`src/rtl/ram32x4_pkg.sv`:
```
// rtl/ram32x4_pkg.sv - shared widths and FSM encoding for the ram32x4 arbiter
// Purpose: common RAM geometry and state type, also reused by board wrappers.
// Ports: none (package).
package ram32x4_pkg;

  localparam int ADDR_W = 5;
  localparam int DATA_W = 4;
  localparam int DEPTH  = 32;

  localparam logic [ADDR_W-1:0] LAST_ADDR = ADDR_W'(DEPTH - 1);

  typedef enum logic {
    ST_INIT = 1'b0,
    ST_ARB  = 1'b1
  } state_t;

endpackage

```
`src/rtl/ram32x4_arbiter_if.sv`:
```
// rtl/ram32x4_arbiter_if.sv - requester, RAM and status signals of the ram32x4 arbiter
// Purpose: bundles both requester ports, the RAM-side port and busy.
// Modports:
//   slave  - arbiter view: sees requests and ram_q, drives grants, read data, RAM controls, busy.
//   master - environment view: requesters plus the RAM model.
interface ram32x4_arbiter_if;
  import ram32x4_pkg::*;

  // Requester A
  logic              a_req;
  logic              a_wren;
  logic [ADDR_W-1:0] a_addr;
  logic [DATA_W-1:0] a_data;
  logic              a_gnt;
  logic              a_valid;
  logic [DATA_W-1:0] a_q;

  // Requester B
  logic              b_req;
  logic              b_wren;
  logic [ADDR_W-1:0] b_addr;
  logic [DATA_W-1:0] b_data;
  logic              b_gnt;
  logic              b_valid;
  logic [DATA_W-1:0] b_q;

  // RAM side
  logic [ADDR_W-1:0] ram_addr;
  logic [DATA_W-1:0] ram_data;
  logic              ram_wren;
  logic [DATA_W-1:0] ram_q;

  // Status
  logic              busy;

  modport slave (
    input  a_req, a_wren, a_addr, a_data,
    input  b_req, b_wren, b_addr, b_data,
    input  ram_q,
    output a_gnt, a_valid, a_q,
    output b_gnt, b_valid, b_q,
    output ram_addr, ram_data, ram_wren,
    output busy
  );

  modport master (
    output a_req, a_wren, a_addr, a_data,
    output b_req, b_wren, b_addr, b_data,
    output ram_q,
    input  a_gnt, a_valid, a_q,
    input  b_gnt, b_valid, b_q,
    input  ram_addr, ram_data, ram_wren,
    input  busy
  );

endinterface

```
`src/rtl/ram32x4_arbiter_rr_arb2.sv`:
```
// rtl/ram32x4_arbiter_rr_arb2.sv - two-way round-robin grant logic with last-grant register
// Purpose: combinational one-hot grant from two requests, favouring the requester
//          not served most recently; remembers the winner of every grant cycle.
// Ports:
//   clk, resetn        - clock and synchronous active-low reset
//   i_en               - grants allowed this cycle
//   i_req_a, i_req_b   - requests
//   o_gnt_a, o_gnt_b   - grants, at most one high
module rr_arb2 (
  input  logic clk,
  input  logic resetn,
  input  logic i_en,
  input  logic i_req_a,
  input  logic i_req_b,
  output logic o_gnt_a,
  output logic o_gnt_b
);

  // 1 = A won the most recent grant; reset to B so A goes first.
  logic r_last_a;

  always_comb begin
    o_gnt_a = 1'b0;
    o_gnt_b = 1'b0;
    if (i_en) begin
      // A wins when alone, or when both ask and B was served last.
      if (i_req_a && (!i_req_b || !r_last_a)) begin
        o_gnt_a = 1'b1;
      end else if (i_req_b) begin
        o_gnt_b = 1'b1;
      end
    end
  end

  always_ff @(posedge clk) begin
    if (!resetn) begin
      r_last_a <= 1'b0;
    end else if (o_gnt_a || o_gnt_b) begin
      r_last_a <= o_gnt_a;
    end
  end

endmodule

```
`src/rtl/ram32x4_arbiter.sv`:
```
// rtl/ram32x4_arbiter.sv - two-requester arbiter in front of a 32x4 RAM with init sweep
// Purpose: optionally fills the RAM with INIT_VALUE after reset, then serves
//          requesters A and B one access per cycle with round-robin fairness.
// Ports:
//   clk     - clock
//   resetn  - synchronous active-low reset
//   bus     - slave modport: a_*/b_* requester ports, ram_* RAM port, busy
// Parameters:
//   INIT_VALUE  - word written to every location by the sweep
//   INIT_ENABLE - 1 runs the sweep after reset, 0 starts arbitrating at once
module ram32x4_arbiter
  import ram32x4_pkg::*;
#(
  parameter logic [DATA_W-1:0] INIT_VALUE  = 4'h0,
  parameter bit                INIT_ENABLE = 1'b1
) (
  input  logic               clk,
  input  logic               resetn,
  ram32x4_arbiter_if.slave   bus
);

  localparam state_t RESET_STATE = INIT_ENABLE ? ST_INIT : ST_ARB;

  state_t            r_state;
  state_t            w_state_nxt;
  logic [ADDR_W-1:0] r_cnt;
  logic [ADDR_W-1:0] r_hold_addr;
  logic [DATA_W-1:0] r_hold_data;
  logic              r_a_valid;
  logic              r_b_valid;

  logic              w_arb_en;
  logic              w_gnt_a;
  logic              w_gnt_b;
  logic [ADDR_W-1:0] w_ram_addr;
  logic [DATA_W-1:0] w_ram_data;
  logic              w_ram_wren;
  logic              w_busy;

  // Grants are suppressed in reset as well as during the sweep.
  assign w_arb_en = resetn && (r_state == ST_ARB);

  rr_arb2 u_rr_arb2 (
    .clk     (clk),
    .resetn  (resetn),
    .i_en    (w_arb_en),
    .i_req_a (bus.a_req),
    .i_req_b (bus.b_req),
    .o_gnt_a (w_gnt_a),
    .o_gnt_b (w_gnt_b)
  );

  always_ff @(posedge clk) begin
    if (!resetn) begin
      r_state <= RESET_STATE;
    end else begin
      r_state <= w_state_nxt;
    end
  end

  // Next state and RAM-side mux. Without an active driver the RAM address and
  // data stay at whatever was last presented, via the hold registers.
  always_comb begin
    w_state_nxt = r_state;
    w_ram_addr  = r_hold_addr;
    w_ram_data  = r_hold_data;
    w_ram_wren  = 1'b0;
    w_busy      = 1'b0;
    if (!resetn) begin
      w_busy = INIT_ENABLE;
    end else begin
      case (r_state)
        ST_INIT: begin
          w_busy     = 1'b1;
          w_ram_addr = r_cnt;
          w_ram_data = INIT_VALUE;
          w_ram_wren = 1'b1;
          if (r_cnt == LAST_ADDR) begin
            w_state_nxt = ST_ARB;
          end
        end
        ST_ARB: begin
          if (w_gnt_a) begin
            w_ram_addr = bus.a_addr;
            w_ram_data = bus.a_data;
            w_ram_wren = bus.a_wren;
          end else if (w_gnt_b) begin
            w_ram_addr = bus.b_addr;
            w_ram_data = bus.b_data;
            w_ram_wren = bus.b_wren;
          end
        end
      endcase
    end
  end

  always_ff @(posedge clk) begin
    if (!resetn) begin
      r_cnt       <= '0;
      r_hold_addr <= '0;
      r_hold_data <= '0;
      r_a_valid   <= 1'b0;
      r_b_valid   <= 1'b0;
    end else begin
      if (r_state == ST_INIT) begin
        r_cnt <= r_cnt + 1'b1;
      end
      r_hold_addr <= w_ram_addr;
      r_hold_data <= w_ram_data;
      // RAM registers the address this cycle, so q is valid next cycle.
      r_a_valid   <= w_gnt_a & ~bus.a_wren;
      r_b_valid   <= w_gnt_b & ~bus.b_wren;
    end
  end

  assign bus.a_gnt    = w_gnt_a;
  assign bus.b_gnt    = w_gnt_b;
  // A reset landing in the data cycle aborts the read.
  assign bus.a_valid  = r_a_valid & resetn;
  assign bus.b_valid  = r_b_valid & resetn;
  assign bus.a_q      = bus.ram_q;
  assign bus.b_q      = bus.ram_q;
  assign bus.ram_addr = w_ram_addr;
  assign bus.ram_data = w_ram_data;
  assign bus.ram_wren = w_ram_wren;
  assign bus.busy     = w_busy;

endmodule

```
`src/flat_wrapper.sv`:
```
// flat-port wrapper written by rule: the top's interface ports become plain ports
module ram32x4_arbiter_flat import ram32x4_pkg::*;
#(
  parameter logic [DATA_W-1:0] INIT_VALUE  = 4'h0,
  parameter bit                INIT_ENABLE = 1'b1
)
  (clk, resetn, bus_a_req, bus_a_wren, bus_a_addr, bus_a_data, bus_b_req, bus_b_wren, bus_b_addr, bus_b_data, bus_ram_q, bus_a_gnt, bus_a_valid, bus_a_q, bus_b_gnt, bus_b_valid, bus_b_q, bus_ram_addr, bus_ram_data, bus_ram_wren, bus_busy);
  ram32x4_arbiter_if bus_i ();
  input  logic clk;
  input  logic resetn;
  input wire logic [$bits(bus_i.a_req)-1:0] bus_a_req;
  input wire logic [$bits(bus_i.a_wren)-1:0] bus_a_wren;
  input wire logic [$bits(bus_i.a_addr)-1:0] bus_a_addr;
  input wire logic [$bits(bus_i.a_data)-1:0] bus_a_data;
  input wire logic [$bits(bus_i.b_req)-1:0] bus_b_req;
  input wire logic [$bits(bus_i.b_wren)-1:0] bus_b_wren;
  input wire logic [$bits(bus_i.b_addr)-1:0] bus_b_addr;
  input wire logic [$bits(bus_i.b_data)-1:0] bus_b_data;
  input wire logic [$bits(bus_i.ram_q)-1:0] bus_ram_q;
  output wire logic [$bits(bus_i.a_gnt)-1:0] bus_a_gnt;
  output wire logic [$bits(bus_i.a_valid)-1:0] bus_a_valid;
  output wire logic [$bits(bus_i.a_q)-1:0] bus_a_q;
  output wire logic [$bits(bus_i.b_gnt)-1:0] bus_b_gnt;
  output wire logic [$bits(bus_i.b_valid)-1:0] bus_b_valid;
  output wire logic [$bits(bus_i.b_q)-1:0] bus_b_q;
  output wire logic [$bits(bus_i.ram_addr)-1:0] bus_ram_addr;
  output wire logic [$bits(bus_i.ram_data)-1:0] bus_ram_data;
  output wire logic [$bits(bus_i.ram_wren)-1:0] bus_ram_wren;
  output wire logic [$bits(bus_i.busy)-1:0] bus_busy;
  assign bus_i.a_req = bus_a_req;
  assign bus_i.a_wren = bus_a_wren;
  assign bus_i.a_addr = bus_a_addr;
  assign bus_i.a_data = bus_a_data;
  assign bus_i.b_req = bus_b_req;
  assign bus_i.b_wren = bus_b_wren;
  assign bus_i.b_addr = bus_b_addr;
  assign bus_i.b_data = bus_b_data;
  assign bus_i.ram_q = bus_ram_q;
  assign bus_a_gnt = bus_i.a_gnt;
  assign bus_a_valid = bus_i.a_valid;
  assign bus_a_q = bus_i.a_q;
  assign bus_b_gnt = bus_i.b_gnt;
  assign bus_b_valid = bus_i.b_valid;
  assign bus_b_q = bus_i.b_q;
  assign bus_ram_addr = bus_i.ram_addr;
  assign bus_ram_data = bus_i.ram_data;
  assign bus_ram_wren = bus_i.ram_wren;
  assign bus_busy = bus_i.busy;
  ram32x4_arbiter #(.INIT_VALUE(INIT_VALUE), .INIT_ENABLE(INIT_ENABLE)) u_core (.clk(clk), .resetn(resetn), .bus(bus_i));
endmodule
```
`config.mk`:
```
export PLATFORM = sky130hd
export DESIGN_NAME = ram32x4_arbiter_flat
export DESIGN_NICKNAME = d
export VERILOG_FILES = /design/src/rtl/ram32x4_pkg.sv /design/src/rtl/ram32x4_arbiter_if.sv /design/src/rtl/ram32x4_arbiter_rr_arb2.sv /design/src/rtl/ram32x4_arbiter.sv /design/src/flat_wrapper.sv
export SDC_FILE = /design/constraint.sdc
export NUM_CORES = 1
export LEC_CHECK = 0
export CELL_PAD_IN_SITES_DETAIL_PLACEMENT = 0
export CELL_PAD_IN_SITES_GLOBAL_PLACEMENT = 2
export CORE_UTILIZATION = 24
export CTS_CLUSTER_SIZE = 20
export DETAILED_ROUTE_END_ITERATION = 8
export HOLD_SLACK_MARGIN = 0.06
export PLACE_DENSITY_LB_ADDON = 0.1
export REMOVE_ABC_BUFFERS = 1
export SLEW_MARGIN = 30
export SYNTH_ARGS = -nofsm -noshare
export SYNTH_HDL_FRONTEND = slang
export SYNTH_SLANG_ARGS = --single-unit
```
`constraint.sdc`:
```
create_clock -name clk -period 4.3 [get_ports clk]
set_input_delay 0.86 -clock clk [delete_from_list [all_inputs] [get_ports clk]]
set_output_delay 0.86 -clock clk [all_outputs]
set_load 0.01 [all_outputs]
```
==> metrics.md, run 1 <==
| Metric | Value |
|---|---|
| Outcome | `finished, violations left` |
| Failing checks | `DRC` |
| Die W | `~71 µm` |
| Synth area leaders | `dfxtp_1 32%, buf_4 6.0%, mux2i_1 5.3%, nor2_1 4.3%, a221oi_2 4.0%` |
| Post-synth cell types | `41` |
| Largest net degree at the start of global routing | `19` |
| Clk sink count | `18` |
| First-pass GRT wire length | `5020 µm` |
| 1st-iter DRT viols | `36` |
| Post-CTS Setup Bufs | `0` |
| Worst Max-Slew Pin Slew | `around 490 ps` |
| Area of the multi-input gates | `between 600 and 700 µm²` |
| Final worst setup slack | `around 490 ps` |
| Slew Viols, Final | `0` |
| Core Region | `4440 µm²` |
| Sequential-to-total area share from yosys stat | `0.319` |
| Post-synth top area share | `0.319` |
| Post_cts resized | `0` |
| DRC violations left | `12` |
| CTS tree | `done` |
| Ports | `51` |
| Initial antenna violation count | `0` |
| Crit end category | `output pin` |
| Power, Total | `0.000378 W` |
| Reg area | `360 µm²` |
| PortBufs | `38` |
| Vias | `between 1000 and 1500` |
| Crit Path Max Fanout | `8` |
| Tcrit/Tclk final | `0.887` |
| Area growth syn-to-layout | `36.3%` |
| Area leader, netlist | `dfxtp_1` |
| TritonRoute pass-1 iters | `8` |
| Die Area | `4980 µm²` |
| Synth Area per Inst | `a little under 9 µm²` |
| Startpoint types | `input pin` |
| Most frequent cells in the layout | `38 x clkdlybuf4s50_1, 18 x dfxtp_1, 13 x nor2_1` |
| Mapped Cells | `129` |
| Layout cells sized above 1 | `0.119` |
| Arr. time, crit path | `2950 ps` |
| Vias per cell | `4.85` |
| RSZ-0062 raised after global routing | `no` |
| Register bit total from synthesis | `18` |
| Crit path required time | `~3400 ps` |
| GRT overflow | `0` |
| DRT antenna net count | `0` |
| CP Class | `input pin to output pin` |
| DRT Wirelength | `3120 µm` |
| Initial Util | `0.254` |
| # fillers | `476` |
| Minimum clock period after layout | `3810 ps` |
| Fin Setup TNS | `0 ps` |
| Clk_lat worst skew | `260 ps` |
| Final Setup Violations | `0` |
| Setup Skew | `9.93 ps` |
| Post-synth EDFFs | `0` |
| Final Hold Viols | `0` |
| FMAX | `262 MHz` |
| Vias in the first global route | `973` |
| Prevailing post-synth register cell | `dfxtp_1` |
| H-tree Lvls | `1` |
| Hold Crit Class | `register to register` |
| Die Y-Extent | `70.6 µm` |
| Fin util | `0.346` |
| Leakage | `0.582 nW` |
| VDD IR max | `90.5 µV` |
| Ant. Diodes | `0` |
| Gpl congestion | `0.714` |
| Yosys warning total | `0` |
| # nets final | `190` |
| Routed len/inst | `between 10 and 15 µm` |
| CTS Hold Bufs | `0` |
| Slew Limit Headroom | `0.673` |
| CTS buffer count | `3` |
| Root Driver | `clkbuf_8` |
| Tot GR Track Use | `0.129` |
| Power per Cell Area | `246 nW/µm²` |
| R2R Setup Slk | `2710 ps` |
| Commonest non-fill, non-tap cell in the layout | `clkdlybuf4s50_1` |
| Clk buf depth | `2` |
| Clk slew on worst S/H paths | `80 ps` |
| DPL Wire Length | `2270 µm` |
| DP Worst Slack | `472 ps` |
| Cell Area, Synth | `1130 µm²` |
| Async S/R FF share, synth | `0` |
| Max cap viols | `0` |
| Site row count | `24` |
[critical path, cell delays in order]
cell and delay (ps):
clkdlybuf4s50_1 600, a21bo_1 300, nor2_2 140, o311a_1 400, o2bb2ai_2 120, clkdlybuf4s50_1 540
[area by class of cell]
type                    count  area share
clock buffers               4      0.0358
repair buffers             42       0.267
well taps                  52      0.0423
flip-flops and latches     18       0.234
inverters                   9      0.0252
multi-input cells          86       0.395
[per-stage QoR]
stage / instance area, µm² / instances / hold WS (ps)
floorplan: 1010 / 113 / 482
global placement: 1480 / 207 / 500
detailed placement: 1480 / 207 / 518
CTS: 1540 / 211 / 539
global route: 1540 / 211 / 576
finish: 1540 / 211 / 531
[synth_stat cells (all sizes together), types with 4 or more instances]
library cell / number
nand3: 6
o31ai: 4
buf: 13
dfxtp: 18
mux2i: 6
nand2: 6
nor3: 4
inv: 9
nor2: 14
o21ai: 7
a21oi: 4
[layer usage]
layer / up-vias / track usage / share of wire
li1: 520 / - / -
met1: 463 / 0.166 / 0.47
met2: 39 / 0.208 / 0.45
met3: 2 / 0.0413 / 0.069
met4: 0 / 0.0400 / 0.0061
met5: - / 0 / 0
[path summary, 6_finish.rpt]
kind | startpoint | to | cells past startpoint
max | bus_b_req | bus_ram_addr[0] | 6
min | u_core.r_cnt[1] | u_core.r_cnt[1] | 2
max reg2reg | u_core.r_state | u_core.r_hold_addr[0] | 6
min reg2reg | u_core.r_cnt[1] | u_core.r_cnt[1] | 2
[where the power goes]
part           switching [W]   total, W  internal (W)
clock              0.0000612   0.000143     0.0000814
combinational      0.0000262  0.0000615     0.0000353
sequential        0.00000308   0.000174      0.000171
[logic make-up (layout without fill, tap and decap cells)]
logic type,count (synthesis),after routing,synth area share
adder cells (fa/ha/maj),2,2,0.0222
AO/OA/AOI/OAI,36,36,0.258
buffers and inverters,25,55,0.142
flip-flops,18,18,0.319
XOR/XNOR,3,3,0.0233
AND/OR/NAND/NOR,39,39,0.182
multiplexers,6,6,0.0532
[flip-flops by register name, summed over array words and instances (netlist names)]
name,cells
u_core.u_rr_arb2.r_last_a,1
u_core.r_b_valid,1
u_core.r_hold_addr,5
u_core.r_hold_data,4
u_core.r_cnt,5
u_core.r_a_valid,1
u_core.r_state,1
Power figures use the tool's default switching activity.
==> inputs of run 2 (changes only) <==
--- a/config.mk
+++ b/config.mk
@@ -8,6 +8,7 @@
 export CELL_PAD_IN_SITES_DETAIL_PLACEMENT = 0
 export CELL_PAD_IN_SITES_GLOBAL_PLACEMENT = 2
 export CORE_UTILIZATION = 24
+export CTS_CLUSTER_DIAMETER = 150
 export CTS_CLUSTER_SIZE = 20
 export DETAILED_ROUTE_END_ITERATION = 8
 export HOLD_SLACK_MARGIN = 0.06
@@ -17,3 +18,4 @@
 export SYNTH_ARGS = -nofsm -noshare
 export SYNTH_HDL_FRONTEND = slang
 export SYNTH_SLANG_ARGS = --single-unit
+export TNS_END_PERCENT = 10
==> results of run 2 <==
The final DEF is identical to that of run 1; final timing and power are the same.
==> inputs of run 3 (changes only) <==
--- a/config.mk
+++ b/config.mk
@@ -7,6 +7,7 @@
 export LEC_CHECK = 0
 export CELL_PAD_IN_SITES_DETAIL_PLACEMENT = 0
 export CELL_PAD_IN_SITES_GLOBAL_PLACEMENT = 2
+export CORE_MARGIN = 4
 export CORE_UTILIZATION = 24
 export CTS_CLUSTER_DIAMETER = 150
 export CTS_CLUSTER_SIZE = 20
==> run 3 against run 2 <==
  * The run now ends clean
  * Total power decreased by 0.14%
  * Global-route usage down 2.0 points
  * Die area up 18%
  * Sequential power hardly changed
  * First-iteration DRC count decreased by 2.8%
  * Clock power hardly changed
  * Routed wire length rose by 0.74%
  * Combinational power increased by 1%
  * Register-to-register slack got worse by 30 ps
  * Utilization increased by 0.17 points
  * Non-clock buffer count is 1 higher
  * Largest cell class unchanged
==> metrics.md, run 3 (same netlist as run 1, synthesis figures left out) <==
| Metric | Value |
|---|---|
| Outcome | `complete, no violations` |
| CTS Hold Bufs | `0 (unchanged)` |
| Core Region | `4440 µm² (unchanged)` |
| Top Registers | `u_core.r_cnt x5, u_core.r_hold_addr x5, u_core.r_hold_data x4` |
| Layout cells sized above 1 | `0.125 (+0.00550)` |
| Post-CTS Setup Bufs | `0 (unchanged)` |
| Die Area | `5860 µm² (+18%)` |
| Ports | `51 (unchanged)` |
| DRT antenna net count | `0 (unchanged)` |
| R2R Setup Slk | `2680 ps (-30 ps)` |
| Routed len/inst | `14.8 µm (+0.26%)` |
| Fin Setup TNS | `0 ps (unchanged)` |
| Final Setup Violations | `0 (unchanged)` |
| CTS tree | `done` |
| Die Y-Extent | `76.6 µm (+8.5%)` |
| Crit path required time | `3440 ps (about the same)` |
| Clk buf depth | `2 (unchanged)` |
| Max stage delay on crit path | `540 ps (-60 ps)` |
| Met2 wire length | `1430 µm (+2.1%)` |
| Arr. time, crit path | `3090 ps (+140 ps)` |
| DPL Wire Length | `2360 µm (+3.9%)` |
| Area growth syn-to-layout | `36.9%` |
| VDD IR max | `128 µV (+41%)` |
| Finished Cell Area | `1550 µm² (+0.49%)` |
| Vias in the first global route | `1059 (+8.8%)` |
| Clk sink count | `18 (unchanged)` |
| Largest net degree at the start of global routing | `19 (unchanged)` |
| Critical path's slowest cell | `clkdlybuf4s50_1` |
| Worst Max-Slew Pin Slew | `562 ps (+71.6 ps)` |
| Worst hold start | `u_core.r_cnt[1]` |
| Final Hold Viols | `0 (unchanged)` |
| R2R Path End | `u_core.r_hold_addr[0]` |
| Setup Skew | `2.05 ps (-7.88 ps)` |
| Slew Viols, Final | `0 (unchanged)` |
| Ant. Diodes | `0 (unchanged)` |
| GRT overflow | `0 (unchanged)` |
| Clk slew on worst S/H paths | `70 ps (about the same)` |
| Placed Cells | `208 (+0.48%)` |
| Vias | `1015 (-0.88%)` |
| Tcrit/Tclk final | `0.920 (+0.0326)` |
| Fin util | `0.348 (+0.00169)` |
| # nets final | `191 (+0.53%)` |
| Minimum clock period after layout | `3950 ps (+140 ps)` |
| Placed Instance Area | `1490 µm² (+0.51%)` |
| DRT Wirelength | `3140 µm (+0.74%)` |
| Critical Path Most Common Cell | `clkdlybuf4s50_1` |
| Post-Route M1 WL | `1490 µm (+0.81%)` |
| Worst-path cell chain | `clkdlybuf4s50_1 > buf_4 > a21bo_1 > nor2_2 > o311a_1 > o2bb2ai_2 > clkdlybuf4s50_1` |
| Power per Cell Area | `244 nW/µm² (-0.62%)` |
| Site row count | `24 (unchanged)` |
| Clk_lat worst skew | `250 ps (about the same)` |
| Gpl congestion | `0.716 (+0.27%)` |
| First-pass GRT wire length | `5110 µm (+1.9%)` |
| Die W | `76.6 µm (+8.5%)` |
| Post_cts resized | `0 (unchanged)` |
| Initial Util | `0.254 (unchanged)` |
| Hold Crit Class | `register to register` |
| RSZ-0062 raised after global routing | `no` |
| Final cell count without fillers | `212 (+0.47%)` |
| # fillers | `460 (-3.4%)` |
| Tot GR Track Use | `0.109 (-0.0202)` |
| Crit Path Max Fanout | `9 (+1)` |
| Leakage | `0.587 nW (+0.83%)` |
| Slew Limit Headroom | `0.625 (-0.0482)` |
| TritonRoute pass-1 iters | `4 (-4)` |
| Worst Hold Endpoint | `u_core.r_cnt[1]` |
| Initial antenna violation count | `0 (unchanged)` |
| R2R Path Start | `u_core.r_state` |
| Startpoint types | `input pin` |
| DRC violations left | `0 (-12)` |
| Max cap viols | `0 (unchanged)` |
| Commonest non-fill, non-tap cell in the layout | `clkdlybuf4s50_1` |
| Met3 wire length | `193 µm (-10%)` |
| Crit end category | `output pin` |
| R2R depth | `6 (unchanged)` |
| Hold depth | `2 (unchanged)` |
| CTS buffer count | `3 (unchanged)` |
| Most frequent cells in the layout | `38 x clkdlybuf4s50_1, 18 x dfxtp_1, 13 x nor2_1` |
| H-tree Lvls | `1 (unchanged)` |
| CP Class | `input pin to output pin` |
| Root Driver | `clkbuf_8` |
| FMAX | `253 MHz (-3.5%)` |
| Vias per cell | `4.79 (-1.3%)` |
| Uppermost layer routed | `met4` |
| PortBufs | `38 (unchanged)` |
| 1st-iter DRT viols | `35 (-2.8%)` |
-- run 3: changes by cell type in the layout (fill, tap and decap cells not counted) --
cell / change
buf_4: +1
-- run 3: critical path: cells and delay by family --
kind / cells / cell delay (ps)
AO/OA/AOI/OAI: 3 / 830
buffers and inverters: 3 / 1260
AND/OR/NAND/NOR: 1 / 140
-- run 3: layout make-up --
cell class / count / area [µm²] / area share
multi-input cells: 86 / 608 / 0.394
repair buffers: 43 / 418 / 0.270
flip-flops and latches: 18 / 360 / 0.233
well taps: 52 / 65.1 / 0.0421
clock buffers: 4 / 55.1 / 0.0356
inverters: 9 / 38.8 / 0.0251
-- run 3: power breakdown --
part	total [W]	leakage (nW)	internal, W	switching [W]
combinational	0.0000624	0.413	0.0000359	0.0000265
sequential	0.000174	0.146	0.000171	0.00000329
clock	0.000141	0.0288	0.0000813	0.0000596
total	0.000377	0.587	0.000288	0.0000894
-- run 3: worst max path at each step --
stage	from	endpoint	slack, ps
2_1_floorplan	bus_a_req	bus_ram_data[0]	1490
3_3_place_gp	bus_b_req	bus_ram_addr[0]	360
3_5_place_dp	bus_a_req	bus_ram_addr[4]	330
4_1_cts	bus_a_req	bus_ram_addr[4]	330
5_1_grt	bus_b_req	bus_ram_addr[0]	210
6_report	bus_b_req	bus_ram_addr[0]	350
-- run 3: metrics by stage --
stage	hold WS (ps)	setup WS, ps	total power [W]
6_report	543	345	0.000377
5_1_grt	593	214	0.000402
4_1_cts	549	329	0.000385
3_5_place_dp	537	333	0.000240
3_3_place_gp	506	356	0.000240
2_1_floorplan	482	1490	0.000200
-- run 3: routing by layer --
| metal | GRT usage | up-vias |
|---|---|---|
| met4 | 0.0217 | 0 |
| met2 | 0.174 | 34 |
| met1 | 0.136 | 461 |
| li1 | - | 518 |
| met3 | 0.0496 | 2 |
| met5 | 0 | - |
